--- config.mk ---
export PLATFORM = sky130hd
export DESIGN_NAME = multicycle_control
export DESIGN_NICKNAME = d
export VERILOG_FILES = /design/src/rtl/mips_pkg.sv /design/src/rtl/mc_output_decode.sv /design/src/rtl/multicycle_control.sv
export SDC_FILE = /design/constraint.sdc
export NUM_CORES = 1
export LEC_CHECK = 0
export ABC_AREA = 1
export CAP_MARGIN = 20
export CORE_MARGIN = 1
export CORE_UTILIZATION = 30
export CTS_CLUSTER_DIAMETER = 200
export DETAILED_ROUTE_END_ITERATION = 7
export GPL_TIMING_DRIVEN = 1
export PLACE_DENSITY = 0.78
export SYNTH_ARGS = -nofsm -noshare
export SYNTH_HDL_FRONTEND = slang
export SYNTH_SLANG_ARGS = --single-unit
--- constraint.sdc ---
create_clock -name clk -period 2.8 [get_ports clk]
set_input_delay 0.56 -clock clk [delete_from_list [all_inputs] [get_ports clk]]
set_output_delay 0.56 -clock clk [all_outputs]
set_load 0.01 [all_outputs]
--- src/rtl/mips_pkg.sv ---
// rtl/mips_pkg.sv - shared opcodes, ALU op codes, control-FSM state codes and control word
package mips_pkg;

    localparam logic [5:0] OP_RTYPE = 6'b000000;
    localparam logic [5:0] OP_LW    = 6'b100011;
    localparam logic [5:0] OP_SW    = 6'b101011;
    localparam logic [5:0] OP_BEQ   = 6'b000100;
    localparam logic [5:0] OP_ADDI  = 6'b001000;
    localparam logic [5:0] OP_J     = 6'b000010;

    localparam logic [1:0] ALU_OP_ADD   = 2'b00;
    localparam logic [1:0] ALU_OP_SUB   = 2'b01;
    localparam logic [1:0] ALU_OP_RTYPE = 2'b10;

    localparam logic [1:0] SRCB_B        = 2'b00;
    localparam logic [1:0] SRCB_FOUR     = 2'b01;
    localparam logic [1:0] SRCB_IMM      = 2'b10;
    localparam logic [1:0] SRCB_IMM_SHL2 = 2'b11;

    localparam logic [1:0] PC_SRC_ALU    = 2'b00;
    localparam logic [1:0] PC_SRC_ALUOUT = 2'b01;
    localparam logic [1:0] PC_SRC_JUMP   = 2'b10;

    typedef enum logic [3:0] {
        S_FETCH    = 4'd0,
        S_DECODE   = 4'd1,
        S_MEMADR   = 4'd2,
        S_MEMREAD  = 4'd3,
        S_MEMWB    = 4'd4,
        S_MEMWRITE = 4'd5,
        S_EXECUTE  = 4'd6,
        S_ALUWB    = 4'd7,
        S_BRANCH   = 4'd8,
        S_ADDIEX   = 4'd9,
        S_ADDIWB   = 4'd10,
        S_JUMP     = 4'd11,
        S_HALT     = 4'd12
    } mc_state_t;

    typedef struct packed {
        logic       iord;
        logic       mem_write;
        logic       ir_write;
        logic       reg_dst;
        logic       mem_to_reg;
        logic       reg_write;
        logic       alu_src_a;
        logic [1:0] alu_src_b;
        logic [1:0] alu_op;
        logic [1:0] pc_src;
        logic       pc_write;
        logic       branch;
        logic       instr_retire;
        logic       halted;
    } mc_ctrl_t;

endpackage

--- src/rtl/mc_output_decode.sv ---
// rtl/mc_output_decode.sv - Moore decode of FSM state into the datapath control word
module mc_output_decode
    import mips_pkg::*;
(
    input  mc_state_t i_state,
    output mc_ctrl_t  o_ctrl
);

    // Unlisted fields stay 0; unused codes 13-15 fall through to all-zero.
    always_comb begin
        o_ctrl = '0;
        case (i_state)
            S_FETCH: begin
                o_ctrl.alu_src_b = SRCB_FOUR;
                o_ctrl.alu_op    = ALU_OP_ADD;
                o_ctrl.pc_src    = PC_SRC_ALU;
                o_ctrl.ir_write  = 1'b1;
                o_ctrl.pc_write  = 1'b1;
            end
            S_DECODE: begin
                o_ctrl.alu_src_b = SRCB_IMM_SHL2;
                o_ctrl.alu_op    = ALU_OP_ADD;
            end
            S_MEMADR: begin
                o_ctrl.alu_src_a = 1'b1;
                o_ctrl.alu_src_b = SRCB_IMM;
                o_ctrl.alu_op    = ALU_OP_ADD;
            end
            S_MEMREAD: begin
                o_ctrl.iord = 1'b1;
            end
            S_MEMWB: begin
                o_ctrl.mem_to_reg   = 1'b1;
                o_ctrl.reg_write    = 1'b1;
                o_ctrl.instr_retire = 1'b1;
            end
            S_MEMWRITE: begin
                o_ctrl.iord         = 1'b1;
                o_ctrl.mem_write    = 1'b1;
                o_ctrl.instr_retire = 1'b1;
            end
            S_EXECUTE: begin
                o_ctrl.alu_src_a = 1'b1;
                o_ctrl.alu_src_b = SRCB_B;
                o_ctrl.alu_op    = ALU_OP_RTYPE;
            end
            S_ALUWB: begin
                o_ctrl.reg_dst      = 1'b1;
                o_ctrl.reg_write    = 1'b1;
                o_ctrl.instr_retire = 1'b1;
            end
            S_BRANCH: begin
                o_ctrl.alu_src_a    = 1'b1;
                o_ctrl.alu_src_b    = SRCB_B;
                o_ctrl.alu_op       = ALU_OP_SUB;
                o_ctrl.pc_src       = PC_SRC_ALUOUT;
                o_ctrl.branch       = 1'b1;
                o_ctrl.instr_retire = 1'b1;
            end
            S_ADDIEX: begin
                o_ctrl.alu_src_a = 1'b1;
                o_ctrl.alu_src_b = SRCB_IMM;
                o_ctrl.alu_op    = ALU_OP_ADD;
            end
            S_ADDIWB: begin
                o_ctrl.reg_write    = 1'b1;
                o_ctrl.instr_retire = 1'b1;
            end
            S_JUMP: begin
                o_ctrl.pc_src       = PC_SRC_JUMP;
                o_ctrl.pc_write     = 1'b1;
                o_ctrl.instr_retire = 1'b1;
            end
            S_HALT: begin
                o_ctrl.halted = 1'b1;
            end
            default: o_ctrl = '0;
        endcase
    end

endmodule

--- src/rtl/multicycle_control.sv ---
// rtl/multicycle_control.sv - main control FSM of the multicycle MIPS core
module multicycle_control
    import mips_pkg::*;
#(
    parameter bit TRAP_ILLEGAL = 1'b0
) (
    input  logic       clk,
    input  logic       reset,
    input  logic [5:0] opcode,
    input  logic       zero,
    output logic       iord,
    output logic       mem_write,
    output logic       ir_write,
    output logic       reg_dst,
    output logic       mem_to_reg,
    output logic       reg_write,
    output logic       alu_src_a,
    output logic [1:0] alu_src_b,
    output logic [1:0] alu_op,
    output logic [1:0] pc_src,
    output logic       pc_en,
    output logic       instr_retire,
    output logic       halted,
    output logic [3:0] state
);

    mc_state_t r_state;
    mc_state_t w_next_state;
    mc_ctrl_t  w_ctrl;
    logic      w_run;

    always_ff @(posedge clk or posedge reset) begin
        if (reset) begin
            r_state <= S_FETCH;
        end else begin
            r_state <= w_next_state;
        end
    end

    always_comb begin
        w_next_state = S_FETCH;
        case (r_state)
            S_FETCH:  w_next_state = S_DECODE;
            S_DECODE: begin
                case (opcode)
                    OP_LW, OP_SW: w_next_state = S_MEMADR;
                    OP_RTYPE:     w_next_state = S_EXECUTE;
                    OP_BEQ:       w_next_state = S_BRANCH;
                    OP_ADDI:      w_next_state = S_ADDIEX;
                    OP_J:         w_next_state = S_JUMP;
                    default:      w_next_state = TRAP_ILLEGAL ? S_HALT : S_FETCH;
                endcase
            end
            S_MEMADR:   w_next_state = (opcode == OP_SW) ? S_MEMWRITE : S_MEMREAD;
            S_MEMREAD:  w_next_state = S_MEMWB;
            S_EXECUTE:  w_next_state = S_ALUWB;
            S_ADDIEX:   w_next_state = S_ADDIWB;
            S_HALT:     w_next_state = S_HALT;
            default:    w_next_state = S_FETCH;
        endcase
    end

    mc_output_decode u_decode (
        .i_state (r_state),
        .o_ctrl  (w_ctrl)
    );

    // The state register already reads FETCH during reset, so only enables need masking.
    assign w_run = ~reset;

    assign iord         = w_ctrl.iord;
    assign reg_dst      = w_ctrl.reg_dst;
    assign mem_to_reg   = w_ctrl.mem_to_reg;
    assign alu_src_a    = w_ctrl.alu_src_a;
    assign alu_src_b    = w_ctrl.alu_src_b;
    assign alu_op       = w_ctrl.alu_op;
    assign pc_src       = w_ctrl.pc_src;
    assign mem_write    = w_run & w_ctrl.mem_write;
    assign ir_write     = w_run & w_ctrl.ir_write;
    assign reg_write    = w_run & w_ctrl.reg_write;
    assign instr_retire = w_run & w_ctrl.instr_retire;
    assign halted       = w_run & w_ctrl.halted;
    assign pc_en        = w_run & (w_ctrl.pc_write | (w_ctrl.branch & zero));
    assign state        = r_state;

endmodule

# Word level (Yosys, flattened, before mapping)
# Index checks and enable logic that the tools add are counted.
[word_totals] ff_bits=4 input_bits=9 out_inout_bits=20
[classes] eq_ne=17 mux=16 n_bitwise=9 n_reduce_logical=9
[ops] op="$pmux 4 s5" n=2
[ops] op="$pmux 4 s7" n=1
[ops] op="$eq 4x4->1 const B" n=5
[ops] op="$eq 4x3->1 const B" n=4
[ops] op="$eq 6x6->1 const B" n=2
[ops] op="$mux 1" n=11
[ops] op="$eq 4x2->1 const B" n=2
[ops] op="$reduce_or 2->1" n=4
[ops] op="$and 1x1->1" n=7
[ops] op="$eq 6x2->1 const B" n=1
[ops] op="$eq 6x3->1 const B" n=1
[ops] op="$eq 6x4->1 const B" n=1
[ops] op="$logic_not 6->1" n=1
[ops] op="$reduce_or 6->1" n=1
[ops] op="$eq 4x1->1 const B" n=1
[ops] op="$logic_not 4->1" n=1
[ops] op="$pmux 2 s2" n=1
[ops] op="$reduce_or 4->1" n=1
[ops] op="$mux 3" n=1
[ops] op="$reduce_or 3->1" n=1
[ops] op="$not 1->1" n=1
[ops] op="$or 1x1->1" n=1

# Logic depth before layout (Yosys ltp)
[depth] word_depth=5 ltp_mapped=7 depth_no_buf=7

# Cells and area by module
# From an unflattened synthesis, not the netlist that was laid out.
[unflattened] cells_unflattened=119 area_unflattened_um2=603.1
[by_module_without_submodules] mod="multicycle_control" instances=1 cells_per_inst=79 area_each_um2=415.4 seq_area_each_um2=100.1
[by_module_without_submodules] mod="mc_output_decode" instances=1 cells_per_inst=40 area_each_um2=187.7 seq_area_each_um2=0.0

# Least setup slack after synthesis
# No wires, ideal clock.
[synth_path] path_kind="register -> output" from="register r_state[2] (netlist: state[2])" to="output pc_en" arrival_time_ps=1150 required_ps=2240 path_slack_ps=1090 path_stages_with_launch=6 path_buffers=0 path_cell_list="dfrtp_1 > inv_2 > nand2_1 > nor2_1 > nand2_1 > a31oi_1"
[synth_via] elab_chain_cells=5 word_cells_on_any_way=9 classes_between="eq/ne: 2; mux: 2; bitwise: 3; reduce/logical: 2"
[synth_rtl] item="from (decl)" line_no="multicycle_control.sv:27" rtl="mc_state_t r_state;"
[synth_rtl] item="from (signal assigned)" line_no="multicycle_control.sv:36" rtl="r_state <= w_next_state;"
[synth_rtl] item="$eq 4x4->1 or $logic_not 4->1 (tied branches)" line_no="mc_output_decode.sv:12" rtl="case (i_state)"
[synth_rtl] item="$reduce_or 2->1 (no line) or $mux 1 (tied branches)"
[synth_rtl] item="$mux 1 or $and 1x1->1 (tied branches)" line_no="mc_output_decode.sv:12, multicycle_control.sv:83"
[synth_rtl] item="$or 1x1->1 *" line_no="multicycle_control.sv:83" rtl="assign pc_en = w_run & (w_ctrl.pc_write | (w_ctrl.branch & zero));"
[synth_rtl] item="$and 1x1->1 *" line_no="multicycle_control.sv:83"
[synth_rtl] item="to (decl)" line_no="multicycle_control.sv:21" rtl="output logic pc_en,"
# Every way passes the cells marked *; elsewhere a longest branch is shown, timed or not.

# Worst setup path in the final report
[layout_path] from="input reset" to="output instr_retire"
[layout_via] elab_chain_cells=2
[layout_rtl] item="from (decl)" line_no="multicycle_control.sv:8" rtl="input logic reset,"
[layout_rtl] item="$not 1->1" line_no="multicycle_control.sv:69" rtl="assign w_run = ~reset;"
[layout_rtl] item="$and 1x1->1" line_no="multicycle_control.sv:81" rtl="assign instr_retire = w_run & w_ctrl.instr_retire;"
[layout_rtl] item="to (decl)" line_no="multicycle_control.sv:22" rtl="output logic instr_retire,"
# Every way passes these cells.

==> impl_results.md <==
- Status: finished clean
- PwrDens: 702 nW/um2
- CP peak stage delay: 0.55 ns
- Core Util, Final: 53.4%
- Postcts setup bufs: 0
- CP Max Fanout: 7
- Max FFs per register: 4
- Die Ht: 42.1 um
- CTS tree: yes
- Syn Nets: 105
- First-pass GRT wire length: 2.18 mm
- Register-to-Register Path Depth: 7
- CP endpoint: instr_retire
- Max Cap Viol: 0
- RSZ-0062 raised after global routing: false
- CP dominant cell by count: clkdlybuf4s50_1
- Worst R2R Setup Slack: 1.61 ns
- Number of synthesized flops with an enable pin: 0
- Final Max Slew Viols: 0
- Worst Setup SP: reset
- Skew-Pair Late Insertion Delay: 0.24 ns
- Post-cts sizing count: 0
- Slowest-stage cell, CP: clkdlybuf4s50_1
- Vias in the first global route: 561
- Drt wl/cell: 9.04 um
- GRT Total Usage: 16.2%
- Worst min path class: in2async
- I/O Buffers: 28
- Finished Cell Area: 805 um2
- Ys flop type: dfrtp_1
- Pin count of the biggest net entering global routing: 8
- Synth top area share: 24.9%
- Storage element area: 100 um2
- Setup crit start kind: input pin
- Rows: 14
- Top cells by count, synth: 32 x nand2_1, 22 x nor2_1, 16 x inv_1
- Vias per inst: 4.64
- F_max: 420 MHz
- 1st-iter DRT viols: 11
- DRT antenna net count: 0
- HPWL Detailed: 1.09 mm
- Drt total wl: 1.29 mm
- Max_slew headroom: 82.3%
- Synth Cell Area: 482 um2
- Placer Congestion: 0.843
- Crit. End Element: primary output
- Share of cells above drive strength 1: 7.09%
- Clk pin slew, worst setup/hold paths: 0.04 ns
- Clock skew: 0.00690 ns
- Total Neg Setup Slack: 0 ns
- Required time of the critical path: 2.24 ns
- # IOs: 29
- Synth Instances: 96
- Cells along the critical path: clkdlybuf4s50_1 > a21oi_1 > clkdlybuf4s50_1
- Synth Register Bits: 4
- Layout area overhead: 67.0%
- RR Endpoint: state[1]
- Core area: 1510 um2
- # DRC: 0
- Leakage: 0.440 nW
- Multi-input gate area: 310 um2
- Worst-margin pin slew: 0.265 ns
- Netlist cell types: 13
- GRT overflow: 0
- Crit-path leading delay family: buffers and inverters
- Post-synthesis sequential area ratio: 20.8%
- Fillers: 161
- Die Wd: 42.1 um
- Crit path time final: 2.38 ns
- Die ar.: 1770 um2
- Initial Util: 32.0%
- Critical path type: in2out
- Nets: 138
- Synth warn: 0
- WP depth: 3
- Largest cells by area after synthesis: nand2_1 25%, dfrtp_1 21%, nor2_1 17%, inv_1 12%, nand3_1 6.2%
- CTS Sinks: 4
- Number of hold buffers added after CTS: 0
- Placed instance area: 782 um2
- CP Data Arrival Time: 1.82 ns
- Most frequent cell after synthesis: nand2_1
- Asr flop ratio synth: 100%
- Peak supply drop: 0.233 mV
- Root Buffer: clkbuf_4
- Drt pass-1 iters: 5
- Antenna violations before repair: 0
- Final-report hold violation count: 0
- Area leader, netlist: nand2_1
- Final setup viols: 0
- Reg-to-Reg Start: state[1]
- Antenna Cells: 0
- Via count: 663
- CP bufs+invs: 2
- Mean Syn Cell Area: 5.02 um2
- H-tree levels: 1
- CTS Buf Count: 3
- Tcrit/Tclk final: 85.0%
- CTS Buffer Depth: 2
## placed cells by master, fill, tap and decap left out, drive strengths merged
| cell | Yosys | layout |
|---|---|---|
| o21ai | 4 | 4 |
| nand2 | 32 | 32 |
| dfrtp | 4 | 4 |
| a21oi | 4 | 4 |
| clkbuf | 0 | 3 |
| nor2 | 25 | 25 |
| nand3b | 1 | 1 |
| inv | 19 | 19 |
| a31oi | 1 | 1 |
| nand3 | 6 | 6 |
| clkdlybuf4s50 | 0 | 28 |
## metrics by stage
stage / hold WS, ns / instances / total power, mW / setup slack (ns)
floorplan: 0.326 / 96 / 0.303 / 1.09
global placement: 0.784 / 140 / 0.487 / 0.449
detailed placement: 0.796 / 140 / 0.493 / 0.428
CTS: 0.672 / 143 / 0.568 / 0.431
global route: 0.726 / 143 / 0.606 / 0.323
finish: 0.681 / 143 / 0.565 / 0.421
## final cells by class
| cell class | count | area share (%) |
|---|---|---|
| Multi-Input combinational cell | 73 | 38.6 |
| Timing Repair Buffer | 28 | 34.8 |
| Sequential cell | 4 | 12.4 |
| Inverter | 19 | 8.86 |
| Clock buffer | 3 | 2.80 |
| Tap cell | 16 | 2.49 |
## power by group
part	switching [mW]	internal (mW)
Combinational	0.203	0.186
Sequential	0.0274	0.0766
Clock	0.0237	0.0479
Total	0.254	0.310
## worst min path at each step
stage	from	to	slack [ns]	depth (start not counted)
2_1_floorplan	reset	state[0]	0.33	1
4_1_cts	reset	state[1]	0.67	2
6_report	reset	state[1]	0.68	2
5_1_grt	reset	state[1]	0.73	2
3_5_place_dp	state[0]	state[0]	0.80	5
3_3_place_gp	state[0]	state[0]	0.78	5
## routing by layer
layer  routed length [um]  up-vias  global-route usage (%)
met5                    0        -                       0
met4                   20        0                    10.6
met3                   98        3                    3.02
met2                  655       33                    28.7
met1                  519      273                    17.3
li1                     -      354                       -
## logic make-up after synthesis
logic type | Yosys count | synth area share (%)
AO/OA/AOI/OAI | 9 | 9.61
buffers and inverters | 19 | 14.8
flip-flops | 4 | 20.8
AND/OR/NAND/NOR | 64 | 54.8
Power figures use the tool's default switching activity.
